<file path="src/rtl/dp_ram_fifo_ctrl_if.sv">
// dp_ram_fifo_ctrl_if
//   Bundles the push/pop handshakes, the occupancy count and the RAM-side
//   bus of the FIFO controller.
//   slave  : the controller (consumes pushes, produces pops, drives the RAM)
//   master : the environment (producer, consumer and RAM model)
//   Signals:
//     wr_valid/wr_data/wr_ready  push handshake
//     rd_valid/rd_data/rd_ready  pop handshake
//     count                      words held, 0..DEPTH+2
//     ram_we_a/ram_addr_a/ram_din_a  RAM write port A
//     ram_we_b/ram_addr_b/ram_dout_b RAM read port B (1-cycle read latency)
interface dp_ram_fifo_ctrl_if #(
  parameter int DATA_W = 8,
  parameter int ADDR_W = 4
);
  logic              wr_valid;
  logic [DATA_W-1:0] wr_data;
  logic              wr_ready;
  logic              rd_valid;
  logic [DATA_W-1:0] rd_data;
  logic              rd_ready;
  logic [ADDR_W:0]   count;
  logic              ram_we_a;
  logic [ADDR_W-1:0] ram_addr_a;
  logic [DATA_W-1:0] ram_din_a;
  logic              ram_we_b;
  logic [ADDR_W-1:0] ram_addr_b;
  logic [DATA_W-1:0] ram_dout_b;

  modport slave (
    input  wr_valid, wr_data, rd_ready, ram_dout_b,
    output wr_ready, rd_valid, rd_data, count,
           ram_we_a, ram_addr_a, ram_din_a, ram_we_b, ram_addr_b
  );

  modport master (
    output wr_valid, wr_data, rd_ready, ram_dout_b,
    input  wr_ready, rd_valid, rd_data, count,
           ram_we_a, ram_addr_a, ram_din_a, ram_we_b, ram_addr_b
  );
endinterface

</file>
<file path="src/rtl/dp_ram_fifo_ctrl.sv">
// dp_ram_fifo_ctrl
//   Runs a 2**ADDR_W x DATA_W dual-port RAM as a synchronous FIFO. Port A
//   only writes, port B only reads. A 2-entry output queue hides the RAM's
//   1-cycle read latency so back-to-back pops sustain one word per clock.
//   Ports:
//     clk  rising-edge clock
//     rst  asynchronous active-high reset
//     bus  dp_ram_fifo_ctrl_if.slave (push/pop handshakes, count, RAM bus)
module dp_ram_fifo_ctrl #(
  parameter int DATA_W = 8,
  parameter int ADDR_W = 4
) (
  input  logic                clk,
  input  logic                rst,
  dp_ram_fifo_ctrl_if.slave   bus
);
  localparam int DEPTH = 2**ADDR_W;
  localparam logic [ADDR_W:0] LVL_FULL = (ADDR_W+1)'(DEPTH);

  // Pointers carry one extra MSB so full (level DEPTH) differs from empty.
  logic [ADDR_W:0]   r_wptr;
  logic [ADDR_W:0]   r_rptr;
  logic              r_inflight;
  logic [1:0]        r_oq_cnt;
  logic              r_oq_head;
  logic [DATA_W-1:0] r_oq_data [2];

  logic [ADDR_W:0]   w_level;
  logic              w_push;
  logic              w_pop;
  logic              w_fetch;
  logic [2:0]        w_occ;
  logic              w_tail;

  assign w_level      = r_wptr - r_rptr;
  assign bus.wr_ready = (w_level != LVL_FULL);
  // Gated with rst so no RAM write can escape while reset is held.
  assign w_push       = bus.wr_valid & bus.wr_ready & ~rst;
  assign bus.rd_valid = (r_oq_cnt != 2'd0);
  assign w_pop        = bus.rd_valid & bus.rd_ready;

  // Queue occupancy after this cycle's pop, counting the word in flight.
  // A fetch is allowed only if its word is guaranteed a queue slot.
  assign w_occ   = {1'b0, r_oq_cnt} + {2'b00, r_inflight} - {2'b00, w_pop};
  assign w_fetch = (w_level != '0) && (w_occ < 3'd2);

  // Tail slot = head + cnt (mod 2); cnt is never 2 while a word lands.
  assign w_tail = r_oq_head ^ r_oq_cnt[0];

  assign bus.rd_data    = bus.rd_valid ? r_oq_data[r_oq_head] : '0;
  assign bus.count      = w_level
                        + {{ADDR_W{1'b0}}, r_inflight}
                        + {{(ADDR_W-1){1'b0}}, r_oq_cnt};
  assign bus.ram_we_a   = w_push;
  assign bus.ram_addr_a = r_wptr[ADDR_W-1:0];
  assign bus.ram_din_a  = rst ? '0 : bus.wr_data;
  assign bus.ram_we_b   = 1'b0;
  assign bus.ram_addr_b = r_rptr[ADDR_W-1:0];

  // Fetch stage: pointers, in-flight flag and queue bookkeeping.
  always_ff @(posedge clk or posedge rst) begin
    if (rst) begin
      r_wptr     <= '0;
      r_rptr     <= '0;
      r_inflight <= 1'b0;
      r_oq_cnt   <= 2'd0;
      r_oq_head  <= 1'b0;
    end else begin
      if (w_push)  r_wptr <= r_wptr + 1'b1;
      if (w_fetch) r_rptr <= r_rptr + 1'b1;
      r_inflight <= w_fetch;
      if (w_pop)   r_oq_head <= ~r_oq_head;
      r_oq_cnt   <= r_oq_cnt + {1'b0, r_inflight} - {1'b0, w_pop};
    end
  end

  // Land stage: RAM read data enters the queue tail; data needs no reset.
  always_ff @(posedge clk) begin
    if (r_inflight) r_oq_data[w_tail] <= bus.ram_dout_b;
  end
endmodule

</file>
<file path="src/flat_wrapper.sv">
// flat-port wrapper written by rule: the top's interface ports become plain ports
module dp_ram_fifo_ctrl_flat 
#(
  parameter int DATA_W = 8,
  parameter int ADDR_W = 4
)
  (clk, rst, bus_wr_valid, bus_wr_data, bus_rd_ready, bus_ram_dout_b, bus_wr_ready, bus_rd_valid, bus_rd_data, bus_count, bus_ram_we_a, bus_ram_addr_a, bus_ram_din_a, bus_ram_we_b, bus_ram_addr_b);
  dp_ram_fifo_ctrl_if #(.DATA_W(DATA_W), .ADDR_W(ADDR_W)) bus_i ();
  input  logic clk;
  input  logic rst;
  input wire logic [$bits(bus_i.wr_valid)-1:0] bus_wr_valid;
  input wire logic [$bits(bus_i.wr_data)-1:0] bus_wr_data;
  input wire logic [$bits(bus_i.rd_ready)-1:0] bus_rd_ready;
  input wire logic [$bits(bus_i.ram_dout_b)-1:0] bus_ram_dout_b;
  output wire logic [$bits(bus_i.wr_ready)-1:0] bus_wr_ready;
  output wire logic [$bits(bus_i.rd_valid)-1:0] bus_rd_valid;
  output wire logic [$bits(bus_i.rd_data)-1:0] bus_rd_data;
  output wire logic [$bits(bus_i.count)-1:0] bus_count;
  output wire logic [$bits(bus_i.ram_we_a)-1:0] bus_ram_we_a;
  output wire logic [$bits(bus_i.ram_addr_a)-1:0] bus_ram_addr_a;
  output wire logic [$bits(bus_i.ram_din_a)-1:0] bus_ram_din_a;
  output wire logic [$bits(bus_i.ram_we_b)-1:0] bus_ram_we_b;
  output wire logic [$bits(bus_i.ram_addr_b)-1:0] bus_ram_addr_b;
  assign bus_i.wr_valid = bus_wr_valid;
  assign bus_i.wr_data = bus_wr_data;
  assign bus_i.rd_ready = bus_rd_ready;
  assign bus_i.ram_dout_b = bus_ram_dout_b;
  assign bus_wr_ready = bus_i.wr_ready;
  assign bus_rd_valid = bus_i.rd_valid;
  assign bus_rd_data = bus_i.rd_data;
  assign bus_count = bus_i.count;
  assign bus_ram_we_a = bus_i.ram_we_a;
  assign bus_ram_addr_a = bus_i.ram_addr_a;
  assign bus_ram_din_a = bus_i.ram_din_a;
  assign bus_ram_we_b = bus_i.ram_we_b;
  assign bus_ram_addr_b = bus_i.ram_addr_b;
  dp_ram_fifo_ctrl #(.DATA_W(DATA_W), .ADDR_W(ADDR_W)) u_core (.clk(clk), .rst(rst), .bus(bus_i));
endmodule
</file>
<file path="config.mk">
export PLATFORM = sky130hd
export DESIGN_NAME = dp_ram_fifo_ctrl_flat
export DESIGN_NICKNAME = d
export VERILOG_FILES = /design/src/rtl/dp_ram_fifo_ctrl_if.sv /design/src/rtl/dp_ram_fifo_ctrl.sv /design/src/flat_wrapper.sv
export SDC_FILE = /design/constraint.sdc
export NUM_CORES = 1
export LEC_CHECK = 0
export ABC_AREA = 1
export ABC_CLOCK_PERIOD_IN_PS = 3900
export CORE_MARGIN = 2
export CORE_UTILIZATION = 51
export CTS_BUF_LIST = sky130_fd_sc_hd__clkbuf_16
export DETAILED_ROUTE_END_ITERATION = 16
export PLACE_DENSITY_LB_ADDON = 0.12
export SYNTH_ARGS = -nofsm -noshare
export SYNTH_HDL_FRONTEND = slang
export SYNTH_SLANG_ARGS = --single-unit
</file>
<file path="constraint.sdc">
create_clock -name clk -period 3.9 [get_ports clk]
set_input_delay 0.78 -clock clk [delete_from_list [all_inputs] [get_ports clk]]
set_output_delay 0.78 -clock clk [all_outputs]
set_load 0.01 [all_outputs]
</file>
# Word level (Yosys, flattened, before mapping)
# Memories as Yosys holds them, arrays and structs flattened.
# Index checks and enable logic that the tools add are counted.
# Widths: inputs -> output; s select.
[classes] add_sub_neg=9 magnitude_cmp=1 eq_ne=1 muxes=4 bitwise_logic=6 n_reduce_logical=3
[op_table] cell="$mux 8" n=2
[op_table] cell="$add 5x1->5 const B" n=2
[op_table] cell="$add 5x1->5" n=1
[op_table] cell="$add 5x2->5" n=1
[op_table] cell="$ne 5x5->1 const B" n=1
[op_table] cell="$reduce_bool 5->1" n=1
[op_table] cell="$sub 5x5->5" n=1
[op_table] cell="$add 2x1->3" n=1
[op_table] cell="$and 1x1->1" n=3
[op_table] cell="$lt 3x2->1 const B" n=1
[op_table] cell="$sub 3x1->3" n=1
[op_table] cell="$add 2x1->2" n=1
[op_table] cell="$mux 1" n=2
[op_table] cell="$not 1->1" n=2
[op_table] cell="$reduce_bool 2->1" n=1
[op_table] cell="$sub 2x1->2" n=1
[op_table] cell="$logic_and 1x1->1" n=1
[op_table] cell="$xor 1x1->1" n=1
[totals] ff_bits=14 mem_bits_rw=16 in_bits=20 out_inout_bits=33 wordCells=30 n_memories=1
[memory_table] name="u_core.r_oq_data" words=2 word_bits=8 rd=1 rd_ports_with_merged_regs=0 wr=1 line_no="dp_ram_fifo_ctrl.sv:26" rtl="logic [DATA_W-1:0] r_oq_data [2];"

# Logic depth before layout (Yosys ltp)
# Gate-level depths: netlist of the first run.
[logic_depth] ltp_word=5 mapped_depth=14 depth_no_buf=14

# Worst setup path before layout of the first run
# Ideal clock, no wire load.
[synth_timing] kind="register to output" start="register u_core.r_wptr[0]" end="output port bus_count[4]" t_arrival_ns=1.894 required_time_ns=3.120 setup_slack_ns=1.226 path_stages_with_launch=9 path_buffers=0 path_cell_list="dfrtp_1 -> inv_1 -> ha_1 -> inv_1 -> fa_1 -> fa_1 -> inv_1 -> nor3_1 -> xor2_1"
[synth_via] elab_chain_len=3
[synth_lines] item="start, declared" line_no="dp_ram_fifo_ctrl.sv:21" rtl="logic [ADDR_W:0] r_wptr;"
[synth_lines] item="start signal, assigned" line_no="dp_ram_fifo_ctrl.sv:69" rtl="if (w_push) r_wptr <= r_wptr + 1'b1;"
[synth_lines] item="$sub 5x5->5" line_no="dp_ram_fifo_ctrl.sv:35" rtl="assign w_level = r_wptr - r_rptr;"
[synth_lines] item="$add 5x1->5" line_no="dp_ram_fifo_ctrl.sv:52" rtl="+ {{ADDR_W{1'b0}}, r_inflight}"
[synth_lines] item="$add 5x2->5" line_no="dp_ram_fifo_ctrl.sv:53" rtl="+ {{(ADDR_W-1){1'b0}}, r_oq_cnt};"
[synth_lines] item="end, declared" line_no="flat_wrapper.sv:18" rtl="output wire logic [$bits(bus_i.count)-1:0] bus_count;"
# No other way between the ends.

# Worst setup path in the final report of the first run
# Same ends and word-level chain as after synthesis.

==> summary.md, run 1 <==
| Metric | Value |
|---|---|
| P_leak | 1.12 nW |
| Clock transition at path regs | around 0.05 ns |
| Setup repair bufs after CTS | 0 |
| Resize count post-CTS | 0 |
| Die H | 63.7 µm |
| CTS sink cnt | 30 |
| Fmax | 0.283 GHz |
| GRT Overall Usage | 0.198 |
| Area growth from synthesis to layout | 35.4% |
| Htree depth | 2 |
| Crit-path cells | inv_1 -> ha_1 -> inv_1 -> fa_1 -> fa_1 -> inv_1 -> nor3_1 -> xor2_1 -> clkdlybuf4s50_1 |
| Post-synth ARST share | 0.467 |
| Slew HR | 0.546 |
| Antenna violations before repair | 0 |
| CTS tree | built |
| Synthesized cell area | ~0.0018 mm² |
| Setup TNS | 0 ns |
| WL/cell | 12.1 µm |
| Site Rows | 21 |
| Layout cells sized above 1 | 0.0723 |
| Fin nets | around 280 |
| Post-synth EDFFs | 16 |
| Clk root buf | clkbuf_16 |
| ANT cells | 0 |
| Final Cell Area | 0.00246 mm² |
| CP endpoint kind | output pin |
| Max-Cap Viols | 0 |
| Critical Path Source Type | flip-flop |
| Most common cell after layout, fill and taps aside | clkdlybuf4s50_1 |
| Worst Skew | 0.00280 ns |
| CTS Hold Bufs | 0 |
| Max IR drop VDD | 0.550 mV |
| Ys Warns | 0 |
| TritonRoute pass-1 iters | 4 |
| Final setup fails | 0 |
| Core Area | around 0.0034 mm² |
| Worst-path fanout max | 5 |
| PD cells | 1050 mW/mm² |
| Final Cycle Share | 0.905 |
| Final slew viol count | 0 |
| Crit path largest cell delay | about 0.56 ns |
| Critical Path AT | about 2.8 ns |
| Measured slew at the worst slew-check pin | around 0.68 ns |
| Synth Instances | 199 |
| Skew-Pair Late Insertion Delay | 0.27 ns |
| Post-route DRC | 0 |
| Starting Density | 0.537 |
| RSZ-0062 raised after global routing | no |
| Input/output buffers | 51 |
| ANT nets after route | 0 |
| Synthesized area per cell | 9.14 µm² |
| DP Area | 0.00233 mm² |
| Run status | finished, final reports clean |
| Netlist cell types | 26 |
| Syn_nets | about 230 |
| Vias | 1,381 |
| Vias in the first global route | 1,392 |
| Initial drt markers | 40 |
| Die ar. | 0.00406 mm² |
| Via density | 4.68 |
| GRT overflow | 0 |
| Worst reg2reg path depth | 12 |
| Io pins | 53 |
| Most used cell, CP | inv_1 |
| Largest net degree at the start of global routing | 20 |
| Hold crit path type | flip-flop to flip-flop |
| Most frequent cells in the layout | clkdlybuf4s50_1 (51), nand2_1 (49), inv_1 (31) |
| WP data required | 3.12 ns |
| Critical setup path kind | flip-flop to output pin |
| Slowest-stage cell, CP | clkdlybuf4s50_1 |
| Register area share after synthesis | 0.457 |
| Largest buffer count on any clock path | 2 |
| First-pass GRT wire length | 6130 µm |
| #FFs+latches synth | 30 |
| Main flop type after synthesis | edfxtp_1 |
| Clock buffer count from CTS | 5 |
| Cell count of the worst hold path | 2 |
| Dpl hpwl | about 2800 µm |
| Die X | 63.7 µm |
| Fin crit period | 3.53 ns |
| Hold Vio Cnt, Final | 0 |
| Gp weighted congestion | 0.748 |
| Final wirelength | between 3000 and 4000 µm |
## power breakdown
part | leakage (nW) | switching (mW) | internal, mW | total (mW)
Sequential | 0.324 | 0.114 | 0.458 | 0.573
Clock | 0.0724 | 0.122 | 0.229 | 0.351
Combinational | 0.728 | 0.861 | 0.811 | 1.67
## critical path: cells and delay by family (launching register included)
family        cells  cell delay [ns]
simple gates      1             0.06
flops             1             0.40
xor+xnor          1             0.14
buf+inv           4             0.81
fa+ha+maj         3             1.06
## synthesized netlist by cell type, types with 2 or more instances
master	n	area (µm²)
nand2_1	49	184
inv_1	30	113
edfxtp_1	16	480
nor2_1	16	60.1
dfrtp_1	14	350
a21oi_1	10	50.1
buf_4	9	67.6
ha_1	9	113
nand3_1	8	40.0
xnor2_1	7	61.3
xor2_1	6	52.6
nand4_1	5	31.3
fa_1	4	80.1
nand2_2	2	12.5
nand2_4	2	22.5
nand3_2	2	20.0
## state kept, by name (all words and copies together) (netlist names)
signal             cells
u_core.r_oq_data      16
u_core.r_oq_head       1
u_core.r_wptr          5
u_core.r_rptr          5
u_core.r_oq_cnt        2
u_core.r_inflight      1
## final timing paths
check	start	end	slack, ns
setup / recovery	u_core.r_wptr[0]$_DFFE_PP0P_	bus_count[4]	0.37
hold / removal	u_core.r_rptr[3]$_DFFE_PP0P_	u_core.r_rptr[3]$_DFFE_PP0P_	0.53
setup reg to reg	u_core.r_oq_cnt[1]$_DFF_PP0_	u_core.r_rptr[2]$_DFFE_PP0P_	1.47
hold reg to reg	u_core.r_rptr[3]$_DFFE_PP0P_	u_core.r_rptr[3]$_DFFE_PP0P_	0.53
max in group asynchronous	rst	u_core.r_oq_cnt[1]$_DFF_PP0_	2.54
min in group asynchronous	rst	u_core.r_rptr[2]$_DFFE_PP0P_	1.16
## kinds of logic after synthesis
kind of cell    after synthesis  share of synthesized area
compound gates               11                     0.0303
xor+xnor                     14                     0.0715
fa+ha+maj                    13                      0.106
buf+inv                      42                      0.107
flops                        30                      0.457
other cells                   1                    0.00206
simple gates                 88                      0.226
## per-layer routing
layer / global-route usage / up-vias / wire length [µm]
met5: 0 / - / 0
met4: 0.0734 / 0 / 48
met3: 0.0518 / 4 / 139
met2: 0.364 / 28 / 1870
met1: 0.217 / 633 / 1520
li1: - / 716 / -
## final cells by class
| cell class | count | area (µm²) |
|---|---|---|
| fillers | 243 | 926 |
| flip-flops and latches | 30 | 831 |
| multi-input cells | 127 | 793 |
| repair buffers | 53 | 526 |
| clock buffers | 5 | 125 |
| inverters | 31 | 119 |
| well taps | 46 | 57.6 |
| clock inverters | 3 | 12.5 |
## per-stage QoR
step	std cells	util	hold WS, ns	power, mW	setup WS, ns
after global placement	287	0.686	0.521	2.23	0.699
after floorplan	199	-	0.494	1.63	1.23
after CTS	295	0.727	0.536	2.63	0.339
after detailed placement	287	0.686	0.521	2.27	0.631
after global routing	295	0.727	0.588	2.82	0.241
final	295	0.727	0.533	2.60	0.370
No activity file was read; power rests on OpenSTA's default activity.
==> run 2, diff against run 1 <==
--- a/config.mk
+++ b/config.mk
@@ -12,6 +12,7 @@
 export CTS_BUF_LIST = sky130_fd_sc_hd__clkbuf_16
 export DETAILED_ROUTE_END_ITERATION = 16
 export PLACE_DENSITY_LB_ADDON = 0.12
+export SLEW_MARGIN = 20
 export SYNTH_ARGS = -nofsm -noshare
 export SYNTH_HDL_FRONTEND = slang
 export SYNTH_SLANG_ARGS = --single-unit
==> results of run 2 <==
Final layout, timing and power as in run 1 (identical DEF).
